File: src/rtl/ext_bus_if.sv
// Core request/response channel plus the multiplexed 16-bit external bus pins
// of the west pad ring, grouped for the bus-master sequencer.
interface ext_bus_if;
  logic        core_req_valid;
  logic        core_req_ready;
  logic        core_req_we;
  logic [31:0] core_req_addr;
  logic [31:0] core_req_wdata;
  logic [3:0]  core_req_be;
  logic        core_rsp_valid;
  logic        core_rsp_ready;
  logic [31:0] core_rsp_rdata;
  logic        core_rsp_err;
  logic [15:0] bus_data_drv_b;
  logic        dbus_o_en_b;
  logic        dbus_i_en_b;
  logic [15:0] bus_data_recv_b;
  logic        bus_ale;
  logic        bus_cs_n;
  logic        bus_we_n;
  logic [1:0]  bus_be_n;
  logic        bus_rdy;

  // Sequencer side.
  modport master (
    input  core_req_valid, core_req_we, core_req_addr, core_req_wdata, core_req_be,
    input  core_rsp_ready, bus_data_recv_b, bus_rdy,
    output core_req_ready, core_rsp_valid, core_rsp_rdata, core_rsp_err,
    output bus_data_drv_b, dbus_o_en_b, dbus_i_en_b, bus_ale, bus_cs_n, bus_we_n, bus_be_n
  );

  // Core / pad-ring side.
  modport slave (
    output core_req_valid, core_req_we, core_req_addr, core_req_wdata, core_req_be,
    output core_rsp_ready, bus_data_recv_b, bus_rdy,
    input  core_req_ready, core_rsp_valid, core_rsp_rdata, core_rsp_err,
    input  bus_data_drv_b, dbus_o_en_b, dbus_i_en_b, bus_ale, bus_cs_n, bus_we_n, bus_be_n
  );
endinterface

File: src/rtl/ext_bus_ctrl.sv
// Converts one 32-bit core request into a multiplexed 16-bit external bus
// transaction (address hi/lo, up to two data halfwords, turnarounds, timeout).
module ext_bus_ctrl #(
  parameter int unsigned TIMEOUT = 255,
  parameter int unsigned CNT_W   = 8
) (
  input  logic      clk,
  input  logic      rst_n,
  ext_bus_if.master bus_io
);

  typedef enum logic [2:0] {
    IDLE, ADDR_HI, ADDR_LO, TURN_R, DATA_LO, DATA_HI, TURN_B, RESP
  } state_e;

  localparam logic [CNT_W-1:0] TIMEOUT_CNT = CNT_W'(TIMEOUT);

  state_e           state_q, state_d;
  logic [CNT_W-1:0] cnt_q, cnt_d;
  logic             we_q;
  logic [31:0]      addr_q, wdata_q;
  logic [3:0]       be_q;
  logic [31:0]      rdata_q, rdata_d;
  logic             err_q, err_d;

  logic        req_ready_q, req_ready_d;
  logic        rsp_valid_q, rsp_valid_d;
  logic [15:0] drv_q, drv_d;
  logic        oe_q, oe_d, ie_q, ie_d;
  logic        ale_q, ale_d, cs_n_q, cs_n_d, we_n_q, we_n_d;
  logic [1:0]  be_n_q, be_n_d;

  logic   accept;
  state_e first_data, finish_state;

  assign accept       = bus_io.core_req_valid & req_ready_q;
  assign first_data   = (be_q[1:0] != 2'b00) ? DATA_LO : DATA_HI;
  assign finish_state = we_q ? RESP : TURN_B;

  function automatic logic [15:0] byte_mask(input logic [1:0] be);
    return {{8{be[1]}}, {8{be[0]}}};
  endfunction

  // NOTE: every combinational output gets a default first so no path leaves it
  // unassigned (no latch); combinational blocks use blocking '=' only.
  always_comb begin
    state_d = state_q;
    cnt_d   = cnt_q;
    rdata_d = rdata_q;
    err_d   = err_q;
    case (state_q)
      IDLE:    if (accept) state_d = ADDR_HI;
      ADDR_HI: state_d = ADDR_LO;
      ADDR_LO: begin
        cnt_d = '0;
        if (be_q == 4'b0000) state_d = RESP;
        else if (we_q)       state_d = first_data;
        else                 state_d = TURN_R;
      end
      TURN_R: begin
        cnt_d   = '0;
        state_d = first_data;
      end
      DATA_LO: begin
        if (bus_io.bus_rdy) begin
          if (!we_q) rdata_d[15:0] = bus_io.bus_data_recv_b & byte_mask(be_q[1:0]);
          if (be_q[3:2] != 2'b00) begin
            state_d = DATA_HI;
            cnt_d   = '0;
          end else begin
            state_d = finish_state;
          end
        end else if (cnt_q == TIMEOUT_CNT) begin
          err_d   = 1'b1;
          state_d = finish_state;
        end else begin
          cnt_d = cnt_q + 1'b1;
        end
      end
      DATA_HI: begin
        if (bus_io.bus_rdy) begin
          if (!we_q) rdata_d[31:16] = bus_io.bus_data_recv_b & byte_mask(be_q[3:2]);
          state_d = finish_state;
        end else if (cnt_q == TIMEOUT_CNT) begin
          err_d   = 1'b1;
          state_d = finish_state;
        end else begin
          cnt_d = cnt_q + 1'b1;
        end
      end
      TURN_B:  state_d = RESP;
      RESP:    if (bus_io.core_rsp_ready) state_d = IDLE;
      default: state_d = IDLE;
    endcase
    // Response payload is only meaningful until the handshake completes.
    if (state_d == IDLE) begin
      rdata_d = '0;
      err_d   = 1'b0;
    end
  end

  // Outputs are decoded from the next state so the registered pins line up
  // with the state they belong to.
  always_comb begin
    req_ready_d = 1'b0;
    rsp_valid_d = 1'b0;
    drv_d       = '0;
    oe_d        = 1'b0;
    ie_d        = 1'b0;
    ale_d       = 1'b0;
    cs_n_d      = 1'b1;
    we_n_d      = 1'b1;
    be_n_d      = 2'b11;
    case (state_d)
      IDLE: req_ready_d = 1'b1;
      ADDR_HI: begin
        cs_n_d = 1'b0;
        ale_d  = 1'b1;
        oe_d   = 1'b1;
        drv_d  = bus_io.core_req_addr[31:16];
      end
      ADDR_LO: begin
        cs_n_d = 1'b0;
        ale_d  = 1'b1;
        oe_d   = 1'b1;
        drv_d  = addr_q[15:0];
      end
      TURN_R: cs_n_d = 1'b0;
      DATA_LO, DATA_HI: begin
        cs_n_d = 1'b0;
        be_n_d = (state_d == DATA_LO) ? ~be_q[1:0] : ~be_q[3:2];
        if (we_q) begin
          oe_d   = 1'b1;
          we_n_d = 1'b0;
          drv_d  = (state_d == DATA_LO) ? wdata_q[15:0] : wdata_q[31:16];
        end else begin
          ie_d = 1'b1;
        end
      end
      RESP:    rsp_valid_d = 1'b1;
      default: ;
    endcase
  end

  always_ff @(posedge clk) begin
    if (!rst_n) begin
      state_q     <= IDLE;
      cnt_q       <= '0;
      rdata_q     <= '0;
      err_q       <= 1'b0;
      req_ready_q <= 1'b1;
      rsp_valid_q <= 1'b0;
      drv_q       <= '0;
      oe_q        <= 1'b0;
      ie_q        <= 1'b0;
      ale_q       <= 1'b0;
      cs_n_q      <= 1'b1;
      we_n_q      <= 1'b1;
      be_n_q      <= 2'b11;
    end else begin
      state_q     <= state_d;
      cnt_q       <= cnt_d;
      rdata_q     <= rdata_d;
      err_q       <= err_d;
      req_ready_q <= req_ready_d;
      rsp_valid_q <= rsp_valid_d;
      drv_q       <= drv_d;
      oe_q        <= oe_d;
      ie_q        <= ie_d;
      ale_q       <= ale_d;
      cs_n_q      <= cs_n_d;
      we_n_q      <= we_n_d;
      be_n_q      <= be_n_d;
    end
  end

  // NOTE: the latched request is plain datapath, always written on accept
  // before it is used, so it carries no reset.
  always_ff @(posedge clk) begin
    if (accept) begin
      we_q    <= bus_io.core_req_we;
      addr_q  <= bus_io.core_req_addr;
      wdata_q <= bus_io.core_req_wdata;
      be_q    <= bus_io.core_req_be;
    end
  end

  assign bus_io.core_req_ready = req_ready_q;
  assign bus_io.core_rsp_valid = rsp_valid_q;
  assign bus_io.core_rsp_rdata = rdata_q;
  assign bus_io.core_rsp_err   = err_q;
  assign bus_io.bus_data_drv_b = drv_q;
  assign bus_io.dbus_o_en_b    = oe_q;
  assign bus_io.dbus_i_en_b    = ie_q;
  assign bus_io.bus_ale        = ale_q;
  assign bus_io.bus_cs_n       = cs_n_q;
  assign bus_io.bus_we_n       = we_n_q;
  assign bus_io.bus_be_n       = be_n_q;

endmodule

File: src/flat_wrapper.sv
// flat-port wrapper written by rule: the top's interface ports become plain ports
module ext_bus_ctrl_flat 
#(
  parameter int unsigned TIMEOUT = 255,
  parameter int unsigned CNT_W   = 8
)
  (clk, rst_n, bus_io_core_req_valid, bus_io_core_req_we, bus_io_core_req_addr, bus_io_core_req_wdata, bus_io_core_req_be, bus_io_core_rsp_ready, bus_io_bus_data_recv_b, bus_io_bus_rdy, bus_io_core_req_ready, bus_io_core_rsp_valid, bus_io_core_rsp_rdata, bus_io_core_rsp_err, bus_io_bus_data_drv_b, bus_io_dbus_o_en_b, bus_io_dbus_i_en_b, bus_io_bus_ale, bus_io_bus_cs_n, bus_io_bus_we_n, bus_io_bus_be_n);
  ext_bus_if bus_io_i ();
  input  logic clk;
  input  logic rst_n;
  input wire logic [$bits(bus_io_i.core_req_valid)-1:0] bus_io_core_req_valid;
  input wire logic [$bits(bus_io_i.core_req_we)-1:0] bus_io_core_req_we;
  input wire logic [$bits(bus_io_i.core_req_addr)-1:0] bus_io_core_req_addr;
  input wire logic [$bits(bus_io_i.core_req_wdata)-1:0] bus_io_core_req_wdata;
  input wire logic [$bits(bus_io_i.core_req_be)-1:0] bus_io_core_req_be;
  input wire logic [$bits(bus_io_i.core_rsp_ready)-1:0] bus_io_core_rsp_ready;
  input wire logic [$bits(bus_io_i.bus_data_recv_b)-1:0] bus_io_bus_data_recv_b;
  input wire logic [$bits(bus_io_i.bus_rdy)-1:0] bus_io_bus_rdy;
  output wire logic [$bits(bus_io_i.core_req_ready)-1:0] bus_io_core_req_ready;
  output wire logic [$bits(bus_io_i.core_rsp_valid)-1:0] bus_io_core_rsp_valid;
  output wire logic [$bits(bus_io_i.core_rsp_rdata)-1:0] bus_io_core_rsp_rdata;
  output wire logic [$bits(bus_io_i.core_rsp_err)-1:0] bus_io_core_rsp_err;
  output wire logic [$bits(bus_io_i.bus_data_drv_b)-1:0] bus_io_bus_data_drv_b;
  output wire logic [$bits(bus_io_i.dbus_o_en_b)-1:0] bus_io_dbus_o_en_b;
  output wire logic [$bits(bus_io_i.dbus_i_en_b)-1:0] bus_io_dbus_i_en_b;
  output wire logic [$bits(bus_io_i.bus_ale)-1:0] bus_io_bus_ale;
  output wire logic [$bits(bus_io_i.bus_cs_n)-1:0] bus_io_bus_cs_n;
  output wire logic [$bits(bus_io_i.bus_we_n)-1:0] bus_io_bus_we_n;
  output wire logic [$bits(bus_io_i.bus_be_n)-1:0] bus_io_bus_be_n;
  assign bus_io_i.core_req_valid = bus_io_core_req_valid;
  assign bus_io_i.core_req_we = bus_io_core_req_we;
  assign bus_io_i.core_req_addr = bus_io_core_req_addr;
  assign bus_io_i.core_req_wdata = bus_io_core_req_wdata;
  assign bus_io_i.core_req_be = bus_io_core_req_be;
  assign bus_io_i.core_rsp_ready = bus_io_core_rsp_ready;
  assign bus_io_i.bus_data_recv_b = bus_io_bus_data_recv_b;
  assign bus_io_i.bus_rdy = bus_io_bus_rdy;
  assign bus_io_core_req_ready = bus_io_i.core_req_ready;
  assign bus_io_core_rsp_valid = bus_io_i.core_rsp_valid;
  assign bus_io_core_rsp_rdata = bus_io_i.core_rsp_rdata;
  assign bus_io_core_rsp_err = bus_io_i.core_rsp_err;
  assign bus_io_bus_data_drv_b = bus_io_i.bus_data_drv_b;
  assign bus_io_dbus_o_en_b = bus_io_i.dbus_o_en_b;
  assign bus_io_dbus_i_en_b = bus_io_i.dbus_i_en_b;
  assign bus_io_bus_ale = bus_io_i.bus_ale;
  assign bus_io_bus_cs_n = bus_io_i.bus_cs_n;
  assign bus_io_bus_we_n = bus_io_i.bus_we_n;
  assign bus_io_bus_be_n = bus_io_i.bus_be_n;
  ext_bus_ctrl #(.TIMEOUT(TIMEOUT), .CNT_W(CNT_W)) u_core (.clk(clk), .rst_n(rst_n), .bus_io(bus_io_i));
endmodule
File: config.mk
export PLATFORM = sky130hd
export DESIGN_NAME = ext_bus_ctrl_flat
export DESIGN_NICKNAME = d
export VERILOG_FILES = /design/src/rtl/ext_bus_if.sv /design/src/rtl/ext_bus_ctrl.sv /design/src/flat_wrapper.sv
export SDC_FILE = /design/constraint.sdc
export NUM_CORES = 1
export LEC_CHECK = 0
export CAP_MARGIN = 20
export CELL_PAD_IN_SITES_DETAIL_PLACEMENT = 1
export CELL_PAD_IN_SITES_GLOBAL_PLACEMENT = 2
export CORE_MARGIN = 2
export CORE_UTILIZATION = 28
export CTS_CLUSTER_SIZE = 12
export DETAILED_ROUTE_END_ITERATION = 6
export HOLD_SLACK_MARGIN = 0.06
export PLACE_DENSITY = 0.75
export SKIP_LAST_GASP = 1
export SLEW_MARGIN = 20
export SYNTH_ARGS = -nofsm -noshare
export SYNTH_HDL_FRONTEND = slang
export SYNTH_SLANG_ARGS = --single-unit
File: constraint.sdc
create_clock -name clk -period 4.05 [get_ports clk]
set_input_delay 0.6075 -clock clk [delete_from_list [all_inputs] [get_ports clk]]
set_output_delay 0.6075 -clock clk [all_outputs]
set_load 0.005 [all_outputs]
==> results of run 1 <==
## per-layer routing
metal / part of all wire (%) / vias up / GRT usage (%)
met5: 0 / - / 0
met4: 1.1 / 0 / 5.26
met3: 9.0 / 14 / 6.69
met2: 49 / 122 / 26.3
met1: 41 / 1769 / 18.7
li1: - / 1756 / -
## final timing paths
path | startpoint | to | depth (start not counted)
setup / recovery | bus_io_bus_rdy | u_core.bus_io.core_rsp_rdata[4] | 8
hold / removal | u_core.bus_io.core_rsp_rdata[27] | u_core.bus_io.core_rsp_rdata[27] | 2
setup reg to reg | u_core.be_q[3] | u_core.bus_io.bus_data_drv_b[10] | 6
hold reg to reg | u_core.bus_io.core_rsp_rdata[27] | u_core.bus_io.core_rsp_rdata[27] | 2
## worst max-delay path: cells and delay by family
kind,cells,cell delay [ps]
buffers and inverters,3,1110
AOI/OAI and AO/OA,3,580
and+or+nand+nor,2,660
## stage by stage
step           power, W  cell area (µm²)  cells  setup WS, ps  hold slack, ps
2_1_floorplan   0.00228             4750    395           910             446
3_3_place_gp    0.00267             6370    742           981             443
3_5_place_dp    0.00269             6370    742           887             448
4_1_cts         0.00414             6920    774          1310             459
5_1_grt         0.00428             6920    774          1140             484
6_report        0.00407             6920    774          1320             458
## state kept, by name, summed over array words and instances (netlist names)
signal	count
u_core.bus_io.core_rsp_valid	1
u_core.bus_io.bus_data_drv_b	16
u_core.bus_io.bus_be_n	2
u_core.cnt_q	8
u_core.bus_io.core_req_ready	1
u_core.state_q	3
u_core.bus_io.bus_ale	1
u_core.wdata_q	32
u_core.bus_io.core_rsp_err	1
u_core.be_q	4
u_core.bus_io.dbus_i_en_b	1
u_core.bus_io.bus_cs_n	1
u_core.bus_io.core_rsp_rdata	32
u_core.addr_q	16
u_core.we_q	1
u_core.bus_io.dbus_o_en_b	1
u_core.bus_io.bus_we_n	1
## cell type report
class	instances	area share (%)
multi-input combinational	245	23.2
clock buffer	22	6.42
sequential	122	43.0
tap	220	3.98
timing repair buffer	151	21.7
clock inverter	10	1.52
inverter	4	0.217
## placed cells by master, fill, tap and decap left out, types with 2 or more instances in the layout
cell,instances
clkinv_1,2
a21boi_0,3
clkbuf_1,5
and2_1,3
a22oi_1,18
a21oi_1,20
or3_1,2
nand2_1,38
dfxtp_1,69
inv_1,3
clkinv_2,3
a21oi_2,18
nand3_1,36
nand2b_1,2
nor2_4,3
clkdlybuf4s50_1,147
nor2_1,25
o21ai_0,10
clkinvlp_4,3
a21o_1,4
and4_1,2
mux2_2,2
bufinv_16,2
edfxtp_1,53
buf_4,4
nor2b_1,8
a221o_1,15
or2_2,2
nor3_1,4
and3_1,4
clkbuf_16,17
## logic make-up (layout without fill, tap and decap cells)
group	after synthesis	count (layout)	share of synthesized area, %
DFF	122	122	62.6
adders and majority gates	1	1	0.264
and+or+nand+nor	140	140	15.6
AOI/OAI and AO/OA	101	101	17.2
muxes	3	3	0.685
buffers and inverters	28	187	3.56
## where the power goes
| part | internal (W) | total, W | switching (W) |
|---|---|---|---|
| registers | 0.00148 | 0.00159 | 0.000110 |
| clock network | 0.000896 | 0.00142 | 0.000528 |
| logic | 0.000462 | 0.00105 | 0.000589 |
| total | 0.00284 | 0.00407 | 0.00123 |
==> results.ini, run 1 <==
[setup_path]
crit_slowest_cell=clkdlybuf4s50_1
cp_slowest_stage_delay_ps=540
rrSetupSlack_ps=1390
worst_ep_required_time_ps=4320
path_max_fanout=34
end_kind=register
worstSetupPathType=input pin to register
arrival_ps=3000
path_cells=clkdlybuf4s50_1 -> a21o_1 -> and3_4 -> nor4_4 -> inv_2 -> o31ai_4 -> buf_4 -> a21oi_1
cp-start-kind=input pin

[final_layout]
antenna_cells=0
fill_cells=1803
area_growth_syn_to_layout_pct=45.8
multi_input_area_um2=1610
nets=632
final_layout_size_suffix_gt1_share_pct=13.0
final_util_pct=41.7
seqCellArea_um2=2970

[clocking]
root_buffer=clkbuf_16
cts_sinks=122
postCtsSetupRepairBufs=0
ctsHoldBuffers=0
cts_tree=built
path_clk_slew_ps=50
cts_max_path_buffers=2
htreeDepth=4
clk_latency_ps=410
numCtsBuffers=17
cts_resized=0

[die]
start_util_pct=28.6
pin_count=148
rows=47
core-area_um2=16600
dieWidth_um=134
die_y_um=134
die_area_um2=18000

[synthesis]
syn_avg_cell_area_um2=12.0
yosysTopAreaCellShare_pct=33.5
synth_top_area_cell=edfxtp_1
syn_nets=486
synthFlopType=dfxtp_1
yosysMostFrequentCell=dfxtp_1
yosys_warnings=0
synth_seq_area_share_pct=62.6
synthTopCellsByArea=edfxtp_1 (34%), dfxtp_1 (29%), nand3_1 (3.8%)
ys_top_cells_by_count=dfxtp_1 (69), edfxtp_1 (53), nand2_1 (38)
yosysUniqueCellTypes=52
ys_ff_latch=122
synth_area_um2=4750
synth_edf_count=53
async_flop_share_pct=0
synthCells=395

[placed_design]
gp_congestion=0.747
port_buffers=147
place.detailed.hpwl_um=9670

[sta]
relSlewSlack_pct=48.8
fin_skew_ps=9.72
rsz0062_at_grt=false
period_share_pct=67.5
fin_tns_setup_ps=0
worstMarginPinSlew_ps=768
post-route-min-period_ps=2730
setup_viol=0
final_hold_viol_count=0
max_freq_mhz=366
finalMaxSlewViolations=0

[detailed_routing]
drc=0
ant_nets=0
routed_wl_um=13900
routed-via-count=3661
routed_via_density=4.73
drt-wirelength-per-cell_um=17.9
dr.pass1.iters=4
drtIter0Drc=134

[global_routing]
antenna_found_initial=0
grt_use_total_pct=15.9
grt_first_pass_wirelength_um=21600
first_global_vias=3939
grt_max_degree=54
gr-total-overflow=0

[power_and_ir_drop]
p_per_area_nw_per_um2=588
p_leak_nw=2.32
irDropWorstVdd_mv=0.365

[worst_hold_path]
hold_class=register to register

[outcome]
status=finished clean

[run]
maxCapViolations=0

Power figures use the tool's default switching activity.
==> inputs of run 2 (changes only) <==
==> constraint.sdc (replaced) <==
create_clock -name clk -period 2.6 [get_ports clk]
set_input_delay 0.39 -clock clk [delete_from_list [all_inputs] [get_ports clk]]
set_output_delay 0.39 -clock clk [all_outputs]
set_load 0.005 [all_outputs]
==> run 2 against run 1 <==
- critical path depth unchanged
- sequential share of layout area decreased by 1.7 points
- setup slack got worse by 1000 ps
- power increased by 70%
- worst hold slack got worse by 6.4 ps
- utilization increased by 1.7 points
- non-clock buffer count increased by 20
- first-iteration DRC count increased by 0.75%
- sequential cell count unchanged
- combinational power increased by 77%
- sequential power increased by 53%
- largest power group is now the clock network
==> results.ini, run 2 (synthesis results as in run 1) <==
[outcome]
status=finished clean

[die]
dieWidth_um=134  ; unchanged
rows=47  ; unchanged
core-area_um2=16600  ; unchanged
start_util_pct=28.6  ; unchanged
pin_count=148  ; unchanged
die_area_um2=18000  ; unchanged
die_y_um=134  ; unchanged

[power_and_ir_drop]
clock_power_share_pct=37.7  ; +2.7 points
irDropWorstVdd_mv=0.518  ; +42%
p_per_area_nw_per_um2=958  ; +63%
seqPwrFrac_pct=35.3  ; -3.9 points
switchingPower_w=0.00202  ; +64%
p_leak_nw=2.48  ; +7.0%
switching_share_pct=29.2  ; -0.93 points
comb_power_share_pct=27.0  ; +1.2 points
internal_power_w=0.00489  ; +72%

[global_routing]
grt_use_total_pct=16.2  ; +0.33 points
grt_max_degree=54  ; unchanged
gr-total-overflow=0  ; unchanged
antenna_found_initial=0  ; unchanged
first_global_vias=4090  ; +3.8%
grt_first_pass_wirelength_um=22400  ; +3.4%

[run]
maxCapViolations=0  ; unchanged

[clocking]
clk_latency_ps=420  ; about the same
cts_sinks=122  ; unchanged
root_buffer=clkbuf_16
numCtsBuffers=17  ; unchanged
htreeDepth=4  ; unchanged
cts_resized=0  ; unchanged
postCtsSetupRepairBufs=0  ; unchanged
path_clk_slew_ps=60  ; about the same
cts_max_path_buffers=2  ; unchanged
ctsHoldBuffers=0  ; unchanged
cts_tree=built

[detailed_routing]
routed_via_density=4.70  ; -0.68%
ant_nets=0  ; unchanged
drc=0  ; unchanged
dr.pass1.iters=4  ; unchanged
routed_wl_um=13900  ; +0.25%
routed-via-count=3730  ; +1.9%
drtIter0Drc=135  ; +0.75%
drt-wirelength-per-cell_um=17.5  ; -2.3%

[setup_path]
path_max_fanout=13  ; -62%
end_kind=register
cp.buffers_inverters=1  ; -2
worstSetupPathType=register to register
cp-start-kind=register
path_cells=ha_1 -> nand3_2 -> nor2_4 -> or3_1 -> a32o_1 -> o31ai_4 -> buf_4 -> a21oi_1
cp_slowest_stage_delay_ps=370  ; -170 ps
crit_slowest_cell=a32o_1
worst_ep_required_time_ps=2900  ; -1420 ps
arrival_ps=2630  ; -370 ps
cp_top_family=compound AO/OA/AOI/OAI gates

[final_layout]
final_common_cell=clkdlybuf4s50_1
area_growth_syn_to_layout_pct=51.8
final_layout_size_suffix_gt1_share_pct=17.1  ; +4.1 points
antenna_cells=0  ; unchanged
nets=652  ; +3.2%
final_cell_mix=clkdlybuf4s50_1 (147), dfxtp_1 (69), edfxtp_1 (53), nand2_1 (38), nand3_1 (36)

[placed_design]
preCtsSetupSlack_ps=-19.8  ; -907 ps
place.detailed.hpwl_um=9960  ; +2.9%
port_buffers=147  ; unchanged
gp_congestion=0.798  ; +6.9%

[sta]
fin_tns_setup_ps=0  ; unchanged
final_hold_viol_count=0  ; unchanged
finalMaxSlewViolations=0  ; unchanged
period_share_pct=89.7
rsz0062_at_grt=false
setup_viol=0  ; unchanged
worstMarginPinSlew_ps=680  ; -88.2 ps
relSlewSlack_pct=54.7  ; +5.9 points
setup_ws_ps=268  ; -1050 ps
fin_skew_ps=8.60  ; -1.13 ps
max_freq_mhz=429
post-route-min-period_ps=2330

[worst_hold_path]
hold_class=register to register

==> run 2: worst paths after layout <==
path / startpoint / end / slack, ps / cells past startpoint
max: u_core.cnt_q[0] / u_core.bus_io.core_rsp_rdata[19] / 270 / 8
max reg2reg: u_core.cnt_q[0] / u_core.bus_io.core_rsp_rdata[19] / 270 / 8
min: u_core.bus_io.core_rsp_rdata[20] / u_core.bus_io.core_rsp_rdata[20] / 450 / 2
min reg2reg: u_core.bus_io.core_rsp_rdata[20] / u_core.bus_io.core_rsp_rdata[20] / 450 / 2
==> run 2: area by class of cell <==
cell class	count	area, µm²
clock buffers	18	429
clock inverters	14	219
fillers	1786	9380
inverters	4	15.0
multi-input cells	245	1610
flip-flops and latches	122	2970
well taps	220	275
repair buffers	171	1690
==> run 2: per-stage QoR <==
step | std cells | hold slack (ps) | util (%) | cell area (µm²) | power, W
2_1_floorplan | 395 | 446 | - | 4750 | 0.00355
3_3_place_gp | 762 | 441 | 39.6 | 6560 | 0.00434
3_5_place_dp | 762 | 450 | 39.6 | 6560 | 0.00438
4_1_cts | 794 | 458 | 43.5 | 7210 | 0.00702
5_1_grt | 794 | 482 | 43.5 | 7210 | 0.00727
6_report | 794 | 452 | 43.5 | 7210 | 0.00691
==> run 2: power by group through the flow <==
stage                     sequential [W]  clock [W]  combinational [W]
after CTS                        0.00244    0.00267            0.00191
after global placement           0.00247          0            0.00187
final                            0.00244    0.00260            0.00186
after floorplan                  0.00243          0            0.00112
after detailed placement         0.00248          0            0.00190
after global routing             0.00247    0.00275            0.00204
==> run 2: tightest hold or removal path: stages (launching register included) <==
cell and delay, ps:
dfxtp_1 310, nand2_1 50, a21oi_1 50
==> run 2: metal layers <==
layer  GRT usage (%)  vias to the layer above  wire (µm)
li1                -                     1800          -
met1            18.7                     1800       5670
met2            27.0                      117       6750
met3            7.07                       13       1320
met4            5.61                        0        149
met5               0                        -          0
